<file path="src/rtl/uart_pkg.sv">
// uart_pkg: shared definitions for the UART transmitter.
//   DataWidth          - bits per character (8)
//   ClksPerBitDefault  - default clock cycles per serial bit (100 MHz clk, 9600 baud)
//   uart_state_e       - transmitter FSM state encoding
//   even_parity()      - XOR reduction used for the optional parity bit
// Build option: define UART_TX_PARITY_EN to add the StParity state (8E1 frames);
// left undefined, frames are 8N1 and no parity state exists.
package uart_pkg;

    localparam int unsigned DataWidth         = 8;
    localparam int unsigned ClksPerBitDefault = 10416;

    typedef enum logic [2:0] {
        StIdle  = 3'd0,
        StStart = 3'd1,
        StData  = 3'd2,
`ifdef UART_TX_PARITY_EN
        StParity = 3'd3,
`endif
        StStop  = 3'd4
    } uart_state_e;

    function automatic logic even_parity(input logic [DataWidth-1:0] data);
        return ^data;
    endfunction

endpackage

</file>
<file path="src/rtl/uart_baud_cnt.sv">
// uart_baud_cnt: bit-period timer for the UART transmitter.
// Ports:
//   clk        - system clock, rising edge
//   rst_n      - asynchronous active-low reset
//   restart_i  - (re)load the down-counter and start timing a new bit
//   short_i    - with restart_i, time one cycle less than a full bit
//   bit_done_o - one-cycle pulse in the last cycle of the timed bit
// Parameter CLKS_PER_BIT (2..65535) sets the full bit length in cycles.
module uart_baud_cnt
    import uart_pkg::*;
#(
    parameter int unsigned CLKS_PER_BIT = ClksPerBitDefault
) (
    input  logic clk,
    input  logic rst_n,
    input  logic restart_i,
    input  logic short_i,
    output logic bit_done_o
);

    localparam int unsigned CntW = $clog2(CLKS_PER_BIT);
    localparam logic [CntW-1:0] LoadFull  = CntW'(CLKS_PER_BIT - 1);
    localparam logic [CntW-1:0] LoadShort = CntW'(CLKS_PER_BIT - 2);

    logic [CntW-1:0] cnt_q, cnt_d;
    logic            run_q, run_d;

    always_comb begin
        cnt_d = cnt_q;
        run_d = run_q;
        if (restart_i) begin
            cnt_d = short_i ? LoadShort : LoadFull;
            run_d = 1'b1;
        end else if (run_q) begin
            if (cnt_q == '0) begin
                run_d = 1'b0;
            end else begin
                cnt_d = cnt_q - 1'b1;
            end
        end
    end

    always_ff @(posedge clk or negedge rst_n) begin
        if (!rst_n) begin
            cnt_q <= '0;
            run_q <= 1'b0;
        end else begin
            cnt_q <= cnt_d;
            run_q <= run_d;
        end
    end

    // Gated by run_q so the idle counter (parked at 0) never reports a bit end.
    assign bit_done_o = run_q & (cnt_q == '0);

endmodule

</file>
<file path="src/rtl/uart_tx.sv">
// uart_tx: UART transmitter, LSB first, one start and one stop bit.
// Ports:
//   clk        - system clock, rising edge
//   rst_n      - asynchronous active-low reset; aborts any frame, line goes high
//   ena        - enable; gates acceptance of new bytes only
//   tx_data    - byte to send, sampled on acceptance
//   tx_valid   - tx_data holds a byte to send
//   tx_ready   - a byte can be accepted this cycle (idle and enabled)
//   tx_busy    - a frame is in progress
//   serial_out - UART line, idle high
// Build option: define UART_TX_PARITY_EN for an even-parity bit after the data bits.
module uart_tx
    import uart_pkg::*;
#(
    parameter int unsigned CLKS_PER_BIT = ClksPerBitDefault
) (
    input  logic                 clk,
    input  logic                 rst_n,
    input  logic                 ena,
    input  logic [DataWidth-1:0] tx_data,
    input  logic                 tx_valid,
    output logic                 tx_ready,
    output logic                 tx_busy,
    output logic                 serial_out
);

    localparam int unsigned IdxW = $clog2(DataWidth);
    localparam logic [IdxW-1:0] LastIdx = IdxW'(DataWidth - 1);

    uart_state_e          state_q;
    logic                 armed_q;
    logic [DataWidth-1:0] shift_q;
    logic [IdxW-1:0]      bit_idx_q;
    logic                 serial_q;
    logic                 busy_q;
`ifdef UART_TX_PARITY_EN
    logic                 parity_q;
`endif

    logic accept;
    logic bit_done;
    logic timing;
    logic restart;
    logic short_bit;

    // armed_q keeps tx_ready low during reset and until the first edge after release.
    assign tx_ready = armed_q & (state_q == StIdle) & ena;
    assign accept   = tx_ready & tx_valid;

    always_comb begin
        timing = 1'b0;
        unique case (state_q)
            StStart, StData: timing = 1'b1;
`ifdef UART_TX_PARITY_EN
            StParity:        timing = 1'b1;
`endif
            default:         timing = 1'b0;
        endcase
    end

    assign restart = accept | (bit_done & timing);

    // The stop bit is timed one cycle short: its final high cycle is spent in
    // StIdle, where the next byte can already be accepted, so back-to-back
    // frames leave no gap beyond a full-length stop bit.
`ifdef UART_TX_PARITY_EN
    assign short_bit = bit_done & (state_q == StParity);
`else
    assign short_bit = bit_done & (state_q == StData) & (bit_idx_q == LastIdx);
`endif

    uart_baud_cnt #(
        .CLKS_PER_BIT(CLKS_PER_BIT)
    ) u_baud_cnt (
        .clk       (clk),
        .rst_n     (rst_n),
        .restart_i (restart),
        .short_i   (short_bit),
        .bit_done_o(bit_done)
    );

    always_ff @(posedge clk or negedge rst_n) begin
        if (!rst_n) begin
            state_q   <= StIdle;
            armed_q   <= 1'b0;
            shift_q   <= '0;
            bit_idx_q <= '0;
            serial_q  <= 1'b1;
            busy_q    <= 1'b0;
`ifdef UART_TX_PARITY_EN
            parity_q  <= 1'b0;
`endif
        end else begin
            armed_q <= 1'b1;
            unique case (state_q)
                StIdle: begin
                    if (accept) begin
                        shift_q  <= tx_data;
`ifdef UART_TX_PARITY_EN
                        parity_q <= even_parity(tx_data);
`endif
                        serial_q <= 1'b0;
                        busy_q   <= 1'b1;
                        state_q  <= StStart;
                    end
                end
                StStart: begin
                    if (bit_done) begin
                        serial_q  <= shift_q[0];
                        shift_q   <= shift_q >> 1;
                        bit_idx_q <= '0;
                        state_q   <= StData;
                    end
                end
                StData: begin
                    if (bit_done) begin
                        if (bit_idx_q == LastIdx) begin
`ifdef UART_TX_PARITY_EN
                            serial_q <= parity_q;
                            state_q  <= StParity;
`else
                            serial_q <= 1'b1;
                            state_q  <= StStop;
`endif
                        end else begin
                            serial_q  <= shift_q[0];
                            shift_q   <= shift_q >> 1;
                            bit_idx_q <= bit_idx_q + 1'b1;
                        end
                    end
                end
`ifdef UART_TX_PARITY_EN
                StParity: begin
                    if (bit_done) begin
                        serial_q <= 1'b1;
                        state_q  <= StStop;
                    end
                end
`endif
                StStop: begin
                    if (bit_done) begin
                        busy_q  <= 1'b0;
                        state_q <= StIdle;
                    end
                end
                default: begin
                    serial_q <= 1'b1;
                    busy_q   <= 1'b0;
                    state_q  <= StIdle;
                end
            endcase
        end
    end

    assign serial_out = serial_q;
    assign tx_busy    = busy_q;

endmodule

</file>
<file path="config.mk">
export PLATFORM = sky130hd
export DESIGN_NAME = uart_tx
export DESIGN_NICKNAME = d
export VERILOG_FILES = /design/src/rtl/uart_pkg.sv /design/src/rtl/uart_baud_cnt.sv /design/src/rtl/uart_tx.sv
export SDC_FILE = /design/constraint.sdc
export NUM_CORES = 1
export LEC_CHECK = 0
export CAP_MARGIN = 10
export CORE_UTILIZATION = 57
export CTS_CLUSTER_SIZE = 14
export DETAILED_ROUTE_END_ITERATION = 7
export GPL_ROUTABILITY_DRIVEN = 0
export HOLD_SLACK_MARGIN = 0.05
export PLACE_DENSITY = 0.77
export SLEW_MARGIN = 25
export SYNTH_ARGS = -nofsm -noshare
export SYNTH_HDL_FRONTEND = slang
export SYNTH_SLANG_ARGS = --single-unit
</file>
<file path="constraint.sdc">
create_clock -name clk -period 2.4 [get_ports clk]
set_input_delay 0.48 -clock clk [delete_from_list [all_inputs] [get_ports clk]]
set_output_delay 0.48 -clock clk [all_outputs]
set_load 0.01 [all_outputs]
</file>
==> results of run 1 <==
## layout by cell type, fill, tap and decap left out, drive strengths merged, types with 2 or more instances in the layout
cell | Yosys | layout
a31oi | 2 | 2
xnor2 | 3 | 3
nand3 | 7 | 7
o21ai | 15 | 15
xor2 | 5 | 5
dfrtp | 31 | 31
nand2 | 25 | 25
clkdlybuf4s50 | 0 | 14
mux2i | 7 | 7
nand4 | 2 | 2
nor3 | 10 | 10
buf | 7 | 7
clkbuf | 1 | 7
nor2 | 19 | 19
a211oi | 3 | 3
a21oi | 5 | 5
inv | 4 | 4
a211o | 3 | 3
a22oi | 3 | 3
nand3b | 5 | 5
ha | 3 | 3
## metrics by stage
stage	cells	hold slack, ns
CTS	245	0.499
floorplan	180	0.184
detailed placement	237	0.474
finish	245	0.496
global placement	237	0.461
global route	245	0.522
## routing by layer
metal / vias up / GRT usage (%)
met3: 6 / 4.40
met2: 18 / 37.6
met5: - / 0
met4: 0 / 12.2
met1: 663 / 26.9
li1: 680 / -
## registers in the layout, indices dropped and copies added, names as in the netlist
name	count
u_baud_cnt.cnt_q	14
state_q	3
serial_out	1
armed_q	1
bit_idx_q	3
tx_busy	1
u_baud_cnt.run_q	1
shift_q	8
## layout make-up
type	count	area, µm²	area share [%]
Inverter	4	15.0	0.718
Timing Repair Buffer	21	193	9.21
Sequential cell	32	802	38.3
Clock buffer	7	65.1	3.11
Multi-Input combinational cell	136	932	44.6
Clock inverter	1	30.0	1.44
Tap cell	44	55.1	2.63
## kinds of logic after synthesis
family                     share of synthesized area [%]
and+or+nand+nor                                     24.8
AOI/OAI and AO/OA                                   16.4
DFF                                                 44.0
buffers and inverters                               4.81
xor gates and xnor gates                            3.85
muxes                                               3.85
adders and majority gates                           2.06
other                                              0.206
## report_power, final
group          switching (mW)  leakage (nW)  internal [mW]
registers               0.182         0.388          0.700
clock network           0.187        0.0515          0.277
logic                   0.280         0.467          0.267
total                   0.649         0.906           1.24
## worst max-delay path, delay by kind of cell (launching register included)
| kind | cells | cell delay [ns] |
|---|---|---|
| AND/OR/NAND/NOR | 3 | 0.55 |
| flip-flops | 1 | 0.39 |
| buffers and inverters | 1 | 0.53 |
## final timing paths
path / slack, ns / cells past startpoint / end / from
setup / recovery: 0.11 / 4 / tx_ready / state_q[2]
hold / removal: 0.50 / 2 / shift_q[7] / shift_q[7]
setup reg to reg: 0.35 / 8 / bit_idx_q[1] / u_baud_cnt.cnt_q[0]
hold reg to reg: 0.50 / 2 / shift_q[7] / shift_q[7]
max in group asynchronous: 1.55 / 2 / serial_out / rst_n
min in group asynchronous: 0.52 / 2 / shift_q[0] / rst_n
==> flow_summary.toml, run 1 <==
[placement]
dpl.hpwl_um = 2450
place_ws_ns = 0.258
port_buffers = 14
placed_cell_area_um2 = 2000

[detailed_routing]
wl_met3_um = 85
dr_wl_met2_um = 1620
wl_met1_um = 1630
vias_per_cell = 5.58
routedWlPerCell_um = 13.9
vias = 1367
drt-initial-drc-count = 45
ant_nets = 0
dr.pass1.iters = 4
top_layer = "met4"
drc_errors = 0
wirelength_um = 3400

[job]
maxCapViolCount = 0

[critical_path]
worstSetupPathType = "reg -> out"
max_stage_delay_ns = 0.53
crit_path_max_fanout = 3
crit_path_frequent_cell = "nor2_1"
critPathArrivalTime_ns = 1.81
required_ns = 1.92
slowest_stage = "clkdlybuf4s50_1"
startpoint_type = "flip-flop"
end_kind = "primary output"
crit_path_cell_trace = "nor2_1, nand3_1, nor2_1, clkdlybuf4s50_1"

[status]
outcome = "complete, no violations"

[logic_synthesis]
yosys_warnings = 0
ys_ff_latch = 32
synthMostInstantiatedCell = "dfrtp_1"
syn-cell-area_um2 = 1820
synthTopCellsByArea = "dfrtp_1 (43%), nand2_1 (5.2%), nor2_1 (3.9%)"
synth_cell_types = 48
ys_async_sr_fraction_pct = 100
syn_nets = 195
synthFlopType = "dfrtp_1"
synth_area_per_cell_um2 = 10.1
synth-edff-count = 0
syn_inst = 180
synth_top_area_cell = "dfrtp_1"
ys_seq_area_share_pct = 44.0
synthTopCellsByCount = "dfrtp_1 (31), nand2_1 (25), nor2_1 (19)"
synth_top_area_share_pct = 42.6

[grt]
grt_pass1_wl_um = 5660
overflow = 0
antenna_found_initial = 0
grt_pass1_vias = 1312
grt_max_degree = 33
track_usage_pct = 22.3

[cts]
clk_pin_slew_ns = 0.11
cts_sinks = 32
cts_tree = "yes"
h-tree-depth = 2
post_cts_buffers = 0
clkLatencyLatePin_ns = 0.34
cts_hold_buf = 0
ctsRootBufferMaster = "clkbuf_4"
clk_path_buf_depth = 2
cts-buffers-inserted = 5
cts.repair.resized = 0

[finish]
stdcell_area_um2 = 2090
num_antenna_cells = 0
final_layout_size_suffix_gt1_share_pct = 16.4
synthToLayoutAreaGrowth_pct = 14.8
final_util_pct = 68.5
finalNetCount = 215
fillCellCount = 254

[power_and_ir_drop]
power_density_nw_per_um2 = 905
finalPower_mw = 1.89
power_leakage_nw = 0.906
vdd_ir_drop_max_v = 0.000533

[floorplan]
start_util_pct = 59.7
row_count = 20
die-area_um2 = 3430
chipWidth_um = 58.5
num_io_pins = 15
die_h_um = 58.5
core_um2 = 3050

[sta]
tns_ns = 0
max_freq_mhz = 437
relSlewSlack_pct = 60.6
fin_skew_ns = 0.0165
period_minus_slack_ns = 2.29
slew_viol_final = 0
hold_violations = 0
fin_crit_sh_pct = 95.3
tightest_slew_ns = 0.592
setup_violations = 0
rsz0062_at_grt = "false"
fin_ws_ns = 0.112

[hold_path]
min_path_type = "reg -> reg"
Power figures use the tool's default switching activity.
==> run 2, diff against run 1 <==
Settings changed: CORE_UTILIZATION 57 to 60, CTS_BUF_LIST set to sky130_fd_sc_hd__clkbuf_2, PLACE_DENSITY 0.77 to 0.8, REMOVE_ABC_BUFFERS set to 1.
==> run 2 against run 1 <==
Against the previous run:
- via count increased by 3.4%
- final area decreased by 3.3%
- first-iteration DRC count increased by 56%
==> flow_summary.toml, run 2 (synthesized netlist as in run 1, its figures left out) <==
[status]
outcome = "complete, no violations"

[critical_path]
end_kind = "primary output"
critical_path.startpoint = "state_q[2]"
rr_startpoint = "u_baud_cnt.cnt_q[0]"
crit_path_max_fanout = 3
startpoint_type = "flip-flop"
critPathArrivalTime_ns = 1.79
required_ns = 1.92
worstSetupPathType = "reg -> out"

[sta]
tns_ns = 0
slew_viol_final = 0
setup_violations = 0
relSlewSlack_pct = 58.7
max_freq_mhz = 441
fin_ws_ns = 0.134
rsz0062_at_grt = "false"
fin_skew_ns = 0.0139
period_minus_slack_ns = 2.27
fin_crit_sh_pct = 94.4
tightest_slew_ns = 0.620
hold_violations = 0

[power_and_ir_drop]
vdd_ir_drop_max_v = 0.000482
p_clk_share_pct = 15.2
switching_share_pct = 37.8
intPower_mw = 1.05
combPwrFrac_pct = 32.6
share_seq_of_total_power_pct = 52.2
power_leakage_nw = 0.886
p_switching_mw = 0.636
power_density_nw_per_um2 = 832

[detailed_routing]
drc_errors = 0
dr.pass1.iters = 4
wl_met3_um = 153
ant_nets = 0
vias = 1414
top_layer = "met4"
wirelength_um = 3390
wl_met1_um = 1480
dr_wl_met2_um = 1670
drt-initial-drc-count = 70
vias_per_cell = 6.09
routedWlPerCell_um = 14.6

[hold_path]
min_path_type = "in -> async"

[floorplan]
row_count = 19
core_um2 = 2810
chipWidth_um = 57.1
num_io_pins = 15
die_h_um = 57.1
start_util_pct = 64.9
die-area_um2 = 3260

[finish]
num_antenna_cells = 0
synthToLayoutAreaGrowth_pct = 11.0
largest_registers = "u_baud_cnt.cnt_q x14, shift_q x8"
finalNetCount = 215
final_common_cell = "dfrtp_1"
largest_register_ffs = 14
final_cell_mix = "dfrtp_1 (31), nand2_1 (25), nor2_1 (18)"
fillCellCount = 217
multi_input_area_um2 = 935
seqCellArea_um2 = 802
final_layout_size_suffix_gt1_share_pct = 16.4
top_register = "u_baud_cnt.cnt_q"

[grt]
overflow = 0
track_usage_pct = 23.9
grt_pass1_vias = 1299
antenna_found_initial = 0
grt_max_degree = 33
grt_pass1_wl_um = 5790

[placement]
place_ws_ns = 0.226
dpl.hpwl_um = 2480
port_buffers = 14

[cts]
clk_pin_slew_ns = 0.16
post_cts_buffers = 0
cts-buffers-inserted = 5
clkLatencyLatePin_ns = 0.38
cts_tree = "yes"
cts_sinks = 32
h-tree-depth = 2
clk_path_buf_depth = 2
cts_hold_buf = 0
ctsRootBufferMaster = "clkbuf_2"

[job]
maxCapViolCount = 0
[run 2: per-layer routing]
metal	GRT usage [%]	vias to the layer above
met3	7.48	8
met2	39.3	43
li1	-	684
met5	0	-
met1	28.2	679
met4	12.5	0
[run 2: path summary, 6_finish.rpt]
| path | slack (ns) | cells after the start | to |
|---|---|---|---|
| max in group asynchronous | 1.61 | 2 | serial_out |
| worst min-delay path | 0.47 | 2 | state_q[0] |
| worst max-delay path | 0.13 | 4 | tx_ready |
| worst max register to register | 0.35 | 7 | serial_out |
| min in group clk | 0.50 | 2 | shift_q[2] |
| worst min register to register | 0.50 | 2 | shift_q[2] |
[run 2: critical path: stages, from the launching register on]
cell             delay, ns
dfrtp_1               0.43
nor2_2                0.24
nand3_1               0.11
nor2_1                0.09
clkdlybuf4s50_1       0.54
[run 2: area by class of cell]
class / instances / area share [%]
repair buffers: 21 / 9.53
multi-input cells: 136 / 46.2
well taps: 31 / 1.92
inverters: 4 / 0.743
flip-flops and latches: 32 / 39.7
clock inverters: 1 / 0.186
clock buffers: 7 / 1.73
[run 2: through the flow]
| step | cells | utilization [%] | area [µm²] | hold WS (ns) | total power [mW] |
|---|---|---|---|---|---|
| global placement | 224 | 70.6 | 1980 | 0.459 | 1.40 |
| finish | 232 | 72.1 | 2020 | 0.468 | 1.68 |
| global route | 232 | 72.1 | 2020 | 0.461 | 1.79 |
| floorplan | 172 | - | 1750 | 0.184 | 1.25 |
| CTS | 232 | 72.1 | 2020 | 0.444 | 1.70 |
| detailed placement | 224 | 70.6 | 1980 | 0.471 | 1.44 |
[run 2: power groups by stage]
stage | clock [mW] | combinational, mW | sequential, mW
2_1_floorplan | 0 | 0.395 | 0.857
3_3_place_gp | 0 | 0.524 | 0.874
3_5_place_dp | 0 | 0.550 | 0.888
4_1_cts | 0.268 | 0.553 | 0.876
5_1_grt | 0.283 | 0.610 | 0.901
6_report | 0.255 | 0.549 | 0.879
[run 2: repair_timing]
item | in CTS | in global routing
hold endpoints to repair | 0 | 0
gates resized for setup | 1 | 0
setup endpoints to repair | 1 | 0
==> run 3, diff against run 2 <==
Clock period 2.4 ns to 2.9 ns, I/O delays scaled along.
==> run 3 against run 2 <==
Against the previous run:
- highest routed layer unchanged
- largest power group unchanged
- flip-flop and latch count unchanged
- non-clock buffer count decreased by 5
- critical path type unchanged
- wire length is 1.7% lower
- global-route usage grew 0.37 points
==> flow_summary.toml, run 3 (synthesized netlist as in run 1, its figures left out) <==
[finish]
fillCellCount = 221
num_antenna_cells = 0
largest_registers = "u_baud_cnt.cnt_q x14, shift_q x8"
fin_cells = 227
largest_register_ffs = 14
final_util_pct = 70.7
top_register = "u_baud_cnt.cnt_q"
final_layout_size_suffix_gt1_share_pct = 13.8
final_cell_mix = "dfrtp_1 (31), nand2_1 (25), nor2_1 (19)"
final_common_cell = "dfrtp_1"
stdcell_area_um2 = 1980
synthToLayoutAreaGrowth_pct = 8.79
finalNetCount = 210

[sta]
relSlewSlack_pct = 60.3
fin_skew_ns = 0.0178
fin_crit_sh_pct = 90.6
rsz0062_at_grt = "false"
period_minus_slack_ns = 2.63
setup_violations = 0
slew_viol_final = 0
max_freq_mhz = 381
tns_ns = 0
tightest_slew_ns = 0.596
hold_violations = 0

[job]
maxCapViolCount = 0

[grt]
antenna_found_initial = 0
overflow = 0
grt_pass1_vias = 1369
track_usage_pct = 24.3
grt_pass1_wl_um = 5930
grt_max_degree = 33

[critical_path]
required_ns = 2.32
startpoint_type = "flip-flop"
end_kind = "primary output"
worstSetupPathType = "reg -> out"
crit_path_max_fanout = 12
critPathArrivalTime_ns = 2.05

[power_and_ir_drop]
p_clk_share_pct = 15.5
share_seq_of_total_power_pct = 52.7
switching_share_pct = 38.1
intPower_mw = 0.860
p_switching_mw = 0.529
combPwrFrac_pct = 31.8
power_density_nw_per_um2 = 700
power_leakage_nw = 0.858
vdd_ir_drop_max_v = 0.000497

[floorplan]
chipWidth_um = 57.1
die-area_um2 = 3260
row_count = 19
start_util_pct = 64.9
core_um2 = 2810
num_io_pins = 15
die_h_um = 57.1

[cts]
clkLatencyLatePin_ns = 0.39
post_cts_buffers = 0
h-tree-depth = 2
cts_hold_buf = 0
clk_path_buf_depth = 2
cts.repair.resized = 0
cts-buffers-inserted = 5
clk_pin_slew_ns = 0.16
cts_tree = "yes"
cts_sinks = 32
ctsRootBufferMaster = "clkbuf_2"

[detailed_routing]
vias = 1371
routedWlPerCell_um = 14.7
drt-initial-drc-count = 69
wirelength_um = 3330
ant_nets = 0
drc_errors = 0
vias_per_cell = 6.04
dr.pass1.iters = 4

[placement]
port_buffers = 14
dp.cells = 219
placed_cell_area_um2 = 1940
dpl.hpwl_um = 2390

[status]
outcome = "complete, no violations"

[hold_path]
min_path_type = "reg -> reg"
## run 3: cell types whose count changed in the layout (fill, tap and decap cells not counted), sizes merged
cell / delta
buf: -5
## run 3: path summary, 6_finish.rpt
| kind | from | endpoint | slack [ns] | cells after the start |
|---|---|---|---|---|
| setup / recovery | state_q[2] | tx_ready | 0.27 | 4 |
| max in group asynchronous | rst_n | serial_out | 2.02 | 2 |
| min in group asynchronous | rst_n | bit_idx_q[1] | 0.56 | 2 |
| hold reg to reg | shift_q[2] | shift_q[2] | 0.50 | 2 |
| setup reg to reg | u_baud_cnt.cnt_q[0] | serial_out | 0.68 | 7 |
| hold / removal | shift_q[2] | shift_q[2] | 0.50 | 2 |
## run 3: cell type report
class                           instances  area (µm²)  area share (%)
Multi-Input combinational cell        136         932            47.0
Clock inverter                          1        3.75           0.189
Timing Repair Buffer                   16         155            7.83
Clock buffer                            7        35.0            1.77
Tap cell                               31        38.8            1.96
Inverter                                4        15.0           0.758
Sequential cell                        32         802            40.5
## run 3: stage by stage
stage | power [mW] | hold slack (ns) | worst slack (ns)
after floorplan | 1.04 | 0.284 | 0.971
after global placement | 1.15 | 0.462 | 0.570
after detailed placement | 1.18 | 0.470 | 0.519
after CTS | 1.40 | 0.504 | 0.250
after global routing | 1.49 | 0.541 | 0.149
final | 1.39 | 0.501 | 0.272
## run 3: power by group through the flow
stage,Combinational [mW],Clock (mW),Sequential [mW]
after detailed placement,0.444,0,0.739
after CTS,0.448,0.224,0.730
after global routing,0.501,0.235,0.750
final,0.442,0.215,0.732
after global placement,0.426,0,0.724
after floorplan,0.327,0,0.709
## run 3: layer usage
layer,vias to the layer above,global-route usage (%),wire length [µm]
li1,673,-,-
met4,0,11.5,63
met1,672,27.5,1460
met2,19,42.9,1720
met3,7,6.12,89
met5,-,0,0
## run 3: worst max-delay path: stages (launching register included)
cell and delay (ns):
dfrtp_1 0.53, nor2_1 0.35, nand3_1 0.12, nor2_1 0.11, clkdlybuf4s50_1 0.55
